===== src/rtl/spi_pkg.sv =====
// Shared types and constants for the byte-wide SPI master shift engine.
// Build option: SPI_LSB_FIRST_EN selects LSB-first bit order (see spi_master_core).
package spi_pkg;

    localparam int DATA_W_DEF = 8;
    localparam int DIV_W_DEF  = 6;

    // Bit positions inside mode: [1]=CPOL, [0]=CPHA
    localparam int CPOL_BIT = 1;
    localparam int CPHA_BIT = 0;

    typedef enum logic [1:0] {
        IDLE,
        SETUP,
        SHIFT,
        HOLD
    } spi_state_e;

endpackage


===== src/rtl/spi_master_core_if.sv =====
// Bundles the register-side controls and the SPI pins of spi_master_core.
// The master modport is the shift engine; the slave modport is its environment.
interface spi_master_core_if import spi_pkg::*; #(
    parameter int DATA_W = DATA_W_DEF,
    parameter int DIV_W  = DIV_W_DEF
);

    logic [DIV_W-1:0]  clk_div_i;
    logic [1:0]        mode_i;
    logic [DATA_W-1:0] data_i;
    logic              write_enable;
    logic              miso_i;
    logic              busy_o;
    logic [DATA_W-1:0] data_o;
    logic              sclk_o;
    logic              mosi_o;
    logic              cs_n_o;

    modport master (
        input  clk_div_i, mode_i, data_i, write_enable, miso_i,
        output busy_o, data_o, sclk_o, mosi_o, cs_n_o
    );

    modport slave (
        output clk_div_i, mode_i, data_i, write_enable, miso_i,
        input  busy_o, data_o, sclk_o, mosi_o, cs_n_o
    );

endinterface


===== src/rtl/spi_clk_tick.sv =====
// SCLK half-period timer: counts 0..div and pulses tick for one cycle at the
// terminal count, then wraps. Held at zero while clear is high.
module spi_clk_tick import spi_pkg::*; #(
    parameter int DIV_W = DIV_W_DEF
) (
    input  logic             clk,
    input  logic             rst,
    input  logic             clear,
    input  logic             enable,
    input  logic [DIV_W-1:0] div,
    output logic             tick
);

    logic [DIV_W-1:0] count;

    assign tick = enable && !clear && (count == div);

    // NOTE: clocked state is always assigned with <= so every flop samples pre-edge values.
    always_ff @(posedge clk) begin
        if (rst || clear) begin
            count <= '0;
        end else if (enable) begin
            count <= tick ? '0 : count + DIV_W'(1);
        end
    end

endmodule


===== src/rtl/spi_master_core.sv =====
// Byte-wide SPI master: IDLE -> SETUP -> SHIFT -> HOLD, modes 0-3, programmable SCLK.
// Define SPI_LSB_FIRST_EN for LSB-first tx/rx; the default build is MSB first.
module spi_master_core import spi_pkg::*; #(
    parameter int DATA_W = DATA_W_DEF,
    parameter int DIV_W  = DIV_W_DEF
) (
    input  logic              Pclk,
    input  logic              Preset,
    spi_master_core_if.master bus
);

    localparam int                EDGE_W    = $clog2(2 * DATA_W);
    localparam logic [EDGE_W-1:0] LAST_EDGE = EDGE_W'(2 * DATA_W - 1);

    spi_state_e        state, state_next;
    logic [DIV_W-1:0]  div_q;
    logic              cpha_q;
    logic [DATA_W-1:0] tx_sr, rx_sr;
    logic [DATA_W-1:0] tx_shifted, rx_shifted, rx_next;
    logic [EDGE_W-1:0] edge_cnt;
    logic              sclk_q, busy_q, cs_n_q;
    logic [DATA_W-1:0] data_q;
    logic              tick, start, edge_tick, last_edge, leading, sample, drive;

    spi_clk_tick #(.DIV_W(DIV_W)) u_tick (
        .clk    (Pclk),
        .rst    (Preset),
        .clear  (state == IDLE),
        .enable (state != IDLE),
        .div    (div_q),
        .tick   (tick)
    );

    // The wire always carries the head of tx_sr; only the head position depends on bit order.
`ifdef SPI_LSB_FIRST_EN
    assign bus.mosi_o = tx_sr[0];
    assign tx_shifted = {1'b0, tx_sr[DATA_W-1:1]};
    assign rx_shifted = {bus.miso_i, rx_sr[DATA_W-1:1]};
`else
    assign bus.mosi_o = tx_sr[DATA_W-1];
    assign tx_shifted = {tx_sr[DATA_W-2:0], 1'b0};
    assign rx_shifted = {rx_sr[DATA_W-2:0], bus.miso_i};
`endif

    assign last_edge = (edge_cnt == LAST_EDGE);
    assign leading   = ~edge_cnt[0];
    assign sample    = edge_tick && (leading ^ cpha_q);
    assign drive     = edge_tick && (cpha_q ? (leading && (edge_cnt != '0))
                                            : (!leading && !last_edge));
    assign rx_next   = sample ? rx_shifted : rx_sr;

    always_ff @(posedge Pclk) begin
        if (Preset) state <= IDLE;
        else        state <= state_next;
    end

    // NOTE: every always_comb output gets a default first, so no path can infer a latch.
    always_comb begin
        state_next = state;
        start      = 1'b0;
        edge_tick  = 1'b0;
        unique case (state)
            IDLE: begin
                if (bus.write_enable) begin
                    start      = 1'b1;
                    state_next = SETUP;
                end
            end
            SETUP: begin
                edge_tick = tick;
                if (tick) state_next = SHIFT;
            end
            SHIFT: begin
                edge_tick = tick;
                if (tick && last_edge) state_next = HOLD;
            end
            HOLD: begin
                if (tick) state_next = IDLE;
            end
            default: state_next = IDLE;
        endcase
    end

    always_ff @(posedge Pclk) begin
        if (Preset) begin
            div_q    <= '0;
            cpha_q   <= 1'b0;
            tx_sr    <= '0;
            rx_sr    <= '0;
            edge_cnt <= '0;
            sclk_q   <= 1'b0;
            busy_q   <= 1'b0;
            cs_n_q   <= 1'b1;
            data_q   <= '0;
        end else begin
            busy_q <= (state_next != IDLE);
            cs_n_q <= (state_next == IDLE);
            if (state == IDLE) begin
                sclk_q   <= bus.mode_i[CPOL_BIT];
                edge_cnt <= '0;
                if (start) begin
                    div_q  <= bus.clk_div_i;
                    cpha_q <= bus.mode_i[CPHA_BIT];
                    tx_sr  <= bus.data_i;
                    rx_sr  <= '0;
                end
            end else if (edge_tick) begin
                sclk_q   <= ~sclk_q;
                edge_cnt <= edge_cnt + EDGE_W'(1);
                rx_sr    <= rx_next;
                if (drive)     tx_sr  <= tx_shifted;
                if (last_edge) data_q <= rx_next;
            end
        end
    end

    assign bus.sclk_o = sclk_q;
    assign bus.busy_o = busy_q;
    assign bus.cs_n_o = cs_n_q;
    assign bus.data_o = data_q;

endmodule


===== src/flat_wrapper.sv =====
// flat-port wrapper written by rule: the top's interface ports become plain ports
module spi_master_core_flat import spi_pkg::*;
#(
    parameter int DATA_W = DATA_W_DEF,
    parameter int DIV_W  = DIV_W_DEF
)
  (Pclk, Preset, bus_clk_div_i, bus_mode_i, bus_data_i, bus_write_enable, bus_miso_i, bus_busy_o, bus_data_o, bus_sclk_o, bus_mosi_o, bus_cs_n_o);
  spi_master_core_if #(.DATA_W(DATA_W), .DIV_W(DIV_W)) bus_i ();
  input  logic Pclk;
  input  logic Preset;
  input wire logic [$bits(bus_i.clk_div_i)-1:0] bus_clk_div_i;
  input wire logic [$bits(bus_i.mode_i)-1:0] bus_mode_i;
  input wire logic [$bits(bus_i.data_i)-1:0] bus_data_i;
  input wire logic [$bits(bus_i.write_enable)-1:0] bus_write_enable;
  input wire logic [$bits(bus_i.miso_i)-1:0] bus_miso_i;
  output wire logic [$bits(bus_i.busy_o)-1:0] bus_busy_o;
  output wire logic [$bits(bus_i.data_o)-1:0] bus_data_o;
  output wire logic [$bits(bus_i.sclk_o)-1:0] bus_sclk_o;
  output wire logic [$bits(bus_i.mosi_o)-1:0] bus_mosi_o;
  output wire logic [$bits(bus_i.cs_n_o)-1:0] bus_cs_n_o;
  assign bus_i.clk_div_i = bus_clk_div_i;
  assign bus_i.mode_i = bus_mode_i;
  assign bus_i.data_i = bus_data_i;
  assign bus_i.write_enable = bus_write_enable;
  assign bus_i.miso_i = bus_miso_i;
  assign bus_busy_o = bus_i.busy_o;
  assign bus_data_o = bus_i.data_o;
  assign bus_sclk_o = bus_i.sclk_o;
  assign bus_mosi_o = bus_i.mosi_o;
  assign bus_cs_n_o = bus_i.cs_n_o;
  spi_master_core #(.DATA_W(DATA_W), .DIV_W(DIV_W)) u_core (.Pclk(Pclk), .Preset(Preset), .bus(bus_i));
endmodule

===== config.mk =====
export PLATFORM = sky130hd
export DESIGN_NAME = spi_master_core_flat
export DESIGN_NICKNAME = d
export VERILOG_FILES = /design/src/rtl/spi_pkg.sv /design/src/rtl/spi_master_core_if.sv /design/src/rtl/spi_clk_tick.sv /design/src/rtl/spi_master_core.sv /design/src/flat_wrapper.sv
export SDC_FILE = /design/constraint.sdc
export NUM_CORES = 1
export LEC_CHECK = 0
export CAP_MARGIN = 0
export CELL_PAD_IN_SITES_DETAIL_PLACEMENT = 1
export CELL_PAD_IN_SITES_GLOBAL_PLACEMENT = 2
export CORE_AREA = 2 2 63 110
export CTS_CLUSTER_DIAMETER = 50
export CTS_CLUSTER_SIZE = 40
export DETAILED_ROUTE_END_ITERATION = 10
export DIE_AREA = 0 0 65 112
export DONT_BUFFER_PORTS = 1
export HOLD_SLACK_MARGIN = 0.15
export PLACE_DENSITY_LB_ADDON = 0.1
export REMOVE_ABC_BUFFERS = 1
export SLEW_MARGIN = 20
export SYNTH_ARGS = -nofsm -noshare
export SYNTH_HDL_FRONTEND = slang
export SYNTH_SLANG_ARGS = --single-unit

===== constraint.sdc =====
create_clock -name Pclk -period 2.9 [get_ports Pclk]
set_input_delay 0.87 -clock Pclk [delete_from_list [all_inputs] [get_ports Pclk]]
set_output_delay 0.87 -clock Pclk [all_outputs]
set_load 0.02 [all_outputs]

==> reports/qor.txt <==
Seq. cell area - 920.9 um2
Worst slew margin - 51.02%
fin area - 0.002643 mm2
Design Power - 1.493 mW
CP max stage cell - or3_1
leading area contributor after synthesis - dfxtp_1
die extent in y - 112 um
ys async rst share - 0%
setup TNS - 0 ns
Final Hold Fails - 0
Worst setup startpoint - u_core.state[1]
Die ar. - 0.007280 mm2
Synth cell types - 49
FILL cells - 748
DRT Pass-1 Iters - 4
Non-Filler Instances - 338
status - finished clean
row count - 39
1st-iter DRT viols - 55
core box area - 0.006392 mm2
Pleak - 0.9591 nW
RSZ-0062 raised after global routing - false
GRT Util Overall - 18.03%
drt drc - 0
synth top area cells - dfxtp_1 (38%), mux2i_1 (8.7%), mux2_4 (4.9%)
worst vdd ir - 361.8 uV
Post-synth EDFFs - 0
vias per inst - 5.464
#FFs+latches synth - 46
most common cell after layout, fill and taps aside - dfxtp_1
vias in the first global route - 2087
Most used DFF post-synth - dfxtp_1
post-cts hold buffer count - 0
Post-layout nets - 284
CTS sink count - 46
post-CTS sizing - 0
vias - 1847
CP startpoint kind - flop
Top Ports - 32
Hold Crit Start - u_core.div_q[3]
most frequent cells in the layout - dfxtp_1 (46), nor2_1 (22), mux2i_1 (21)
fin crit period - 2.399 ns
IO Port Bufs - 0
Worst Tran Pin Value - 0.7341 ns
highest fanout seen on the critical path - 10
Worst Clk Skew - 0.005849 ns
Post-CTS Setup Bufs - 0
final antenna-violating net count - 0
CP bufs+invs - 1
worst setup path class - flop to flop
GPL Wtd Cong - 0.7692
Placement Cell Area - 0.002510 mm2
TritonCTS clock tree - done
post-detail-place hpwl - 4110 um
nature of the critical path endpoint - flop
Pins Over Slew Limit - 0
Post-Syn Area - 0.002429 mm2
Starting Density - 37.99%
placed cell count - 331
CTS max path bufs - 2
Avg Inst Size Synth - 9.413 um2
multi-input logic area - 0.001415 mm2
Antenna diodes - 0
gr ovfl total - 0
final WL - 5815 um
Post-Syn Instances - 258
Root Driver - clkbuf_16
die width - 65 um
area added between synthesis and finish - 8.810%
CTS HTree Levels - 2
Seq/Total Area, Yosys - 37.92%
clock slew at reported path FFs - 0.06 ns
largest net degree at the start of global routing - 47
FMAX - 416.8 MHz
initial antenna violation count - 0
Setup WS pre-CTS - 0.5021 ns
Largest delay share family, worst path - simple AND/OR/NAND/NOR gates
final setup violation count - 0
TritonCTS buffer count - 5
WP data required - 3.07 ns
clk_lat worst skew - 0.29 ns
Final period util - 82.73%
drt wl/cell - 17.20 um
first-pass GRT wire length - 10070 um
worst reg2reg path startpoint - u_core.state[1]
share of post-route cells with drive strength above 1 - 11.72%
critical-path cell list - inv_1 > ha_1 > nor2b_1 > nand3_4 > or3_1 > mux2_4
Critical Path AT - 2.57 ns
final worst-path setup slack - 0.5009 ns
Synth Warn # - 0
Max Cap Violations - 0
Hold Path Class - flop to flop
slowest stage delay, CP - 0.64 ns
Power Dens Cells - 565.2 mW/mm2
post-synth top area share - 37.92%
area by class of cell:
class / count / share of cell area, %
inverter: 7 / 0.9943
multi-input combinational: 190 / 53.55
sequential: 46 / 34.85
tap: 82 / 3.883
timing repair buffer: 6 / 1.705
clock buffer: 7 / 5.019
registers in the layout, summed over array words and instances (netlist names), 2 cells and up:
name	flops
u_core.bus.data_o	8
u_core.div_q	6
u_core.edge_cnt	4
u_core.rx_sr	8
u_core.state	2
u_core.tx_sr	8
u_core.u_tick.count	6
tightest hold or removal path, cell delays in order, from the launching register on:
cell and delay [ns]:
dfxtp_1 0.32, nand2_1 0.05, a21oi_1 0.05
where the power goes:
part           internal [mW]  total (mW)  switching, mW
logic                 0.0938       0.246          0.152
clock network          0.316       0.549          0.234
registers              0.664       0.698         0.0341
total                   1.07        1.49          0.420
kinds of logic (layout without fill, tap and decap cells):
family | Yosys count | count (layout) | share of synthesized area [%]
AO/OA/AOI/OAI | 45 | 45 | 13.19
AND/OR/NAND/NOR | 93 | 93 | 20.81
buffers and inverters | 22 | 20 | 3.813
flip-flops | 46 | 46 | 37.92
multiplexers | 31 | 31 | 14.53
adder cells (fa/ha/maj) | 8 | 8 | 4.122
XOR/XNOR | 13 | 13 | 5.616
final timing paths:
path,to,slack [ns],cells after the start
hold reg to reg,u_core.div_q[3],0.47,2
hold / removal,u_core.div_q[3],0.47,2
setup reg to reg,u_core.bus.data_o[7],0.50,6
setup / recovery,u_core.bus.data_o[7],0.50,6
synthesized netlist by cell type, drive strengths merged, types with 4 or more instances:
cell type  number
mux2i          21
xor2            6
xnor2           7
a211oi          7
nand2          20
nor2           22
a21oi          12
ha              8
a311oi          8
nand3           9
nor2b          12
clkbuf         11
buf             4
inv             7
mux2           10
nand2b         11
dfxtp          46
stage by stage:
| stage | hold WS [ns] | util, % |
|---|---|---|
| finish | 0.4655 | 41.34 |
| CTS | 0.4697 | 41.34 |
| global placement | 0.4525 | 39.26 |
| detailed placement | 0.4611 | 39.26 |
| global route | 0.4889 | 41.34 |
| floorplan | 0.4428 | - |
routing by layer:
metal / share of wire, % / GRT usage, % / up-vias
met2: 55 / 34.02 / 22
met1: 40 / 18.83 / 907
met4: 1.8 / 6.809 / 0
met3: 3.1 / 3.737 / 6
met5: 0 / 0 / -
li1: - / - / 912
Power figures use the tool's default switching activity.
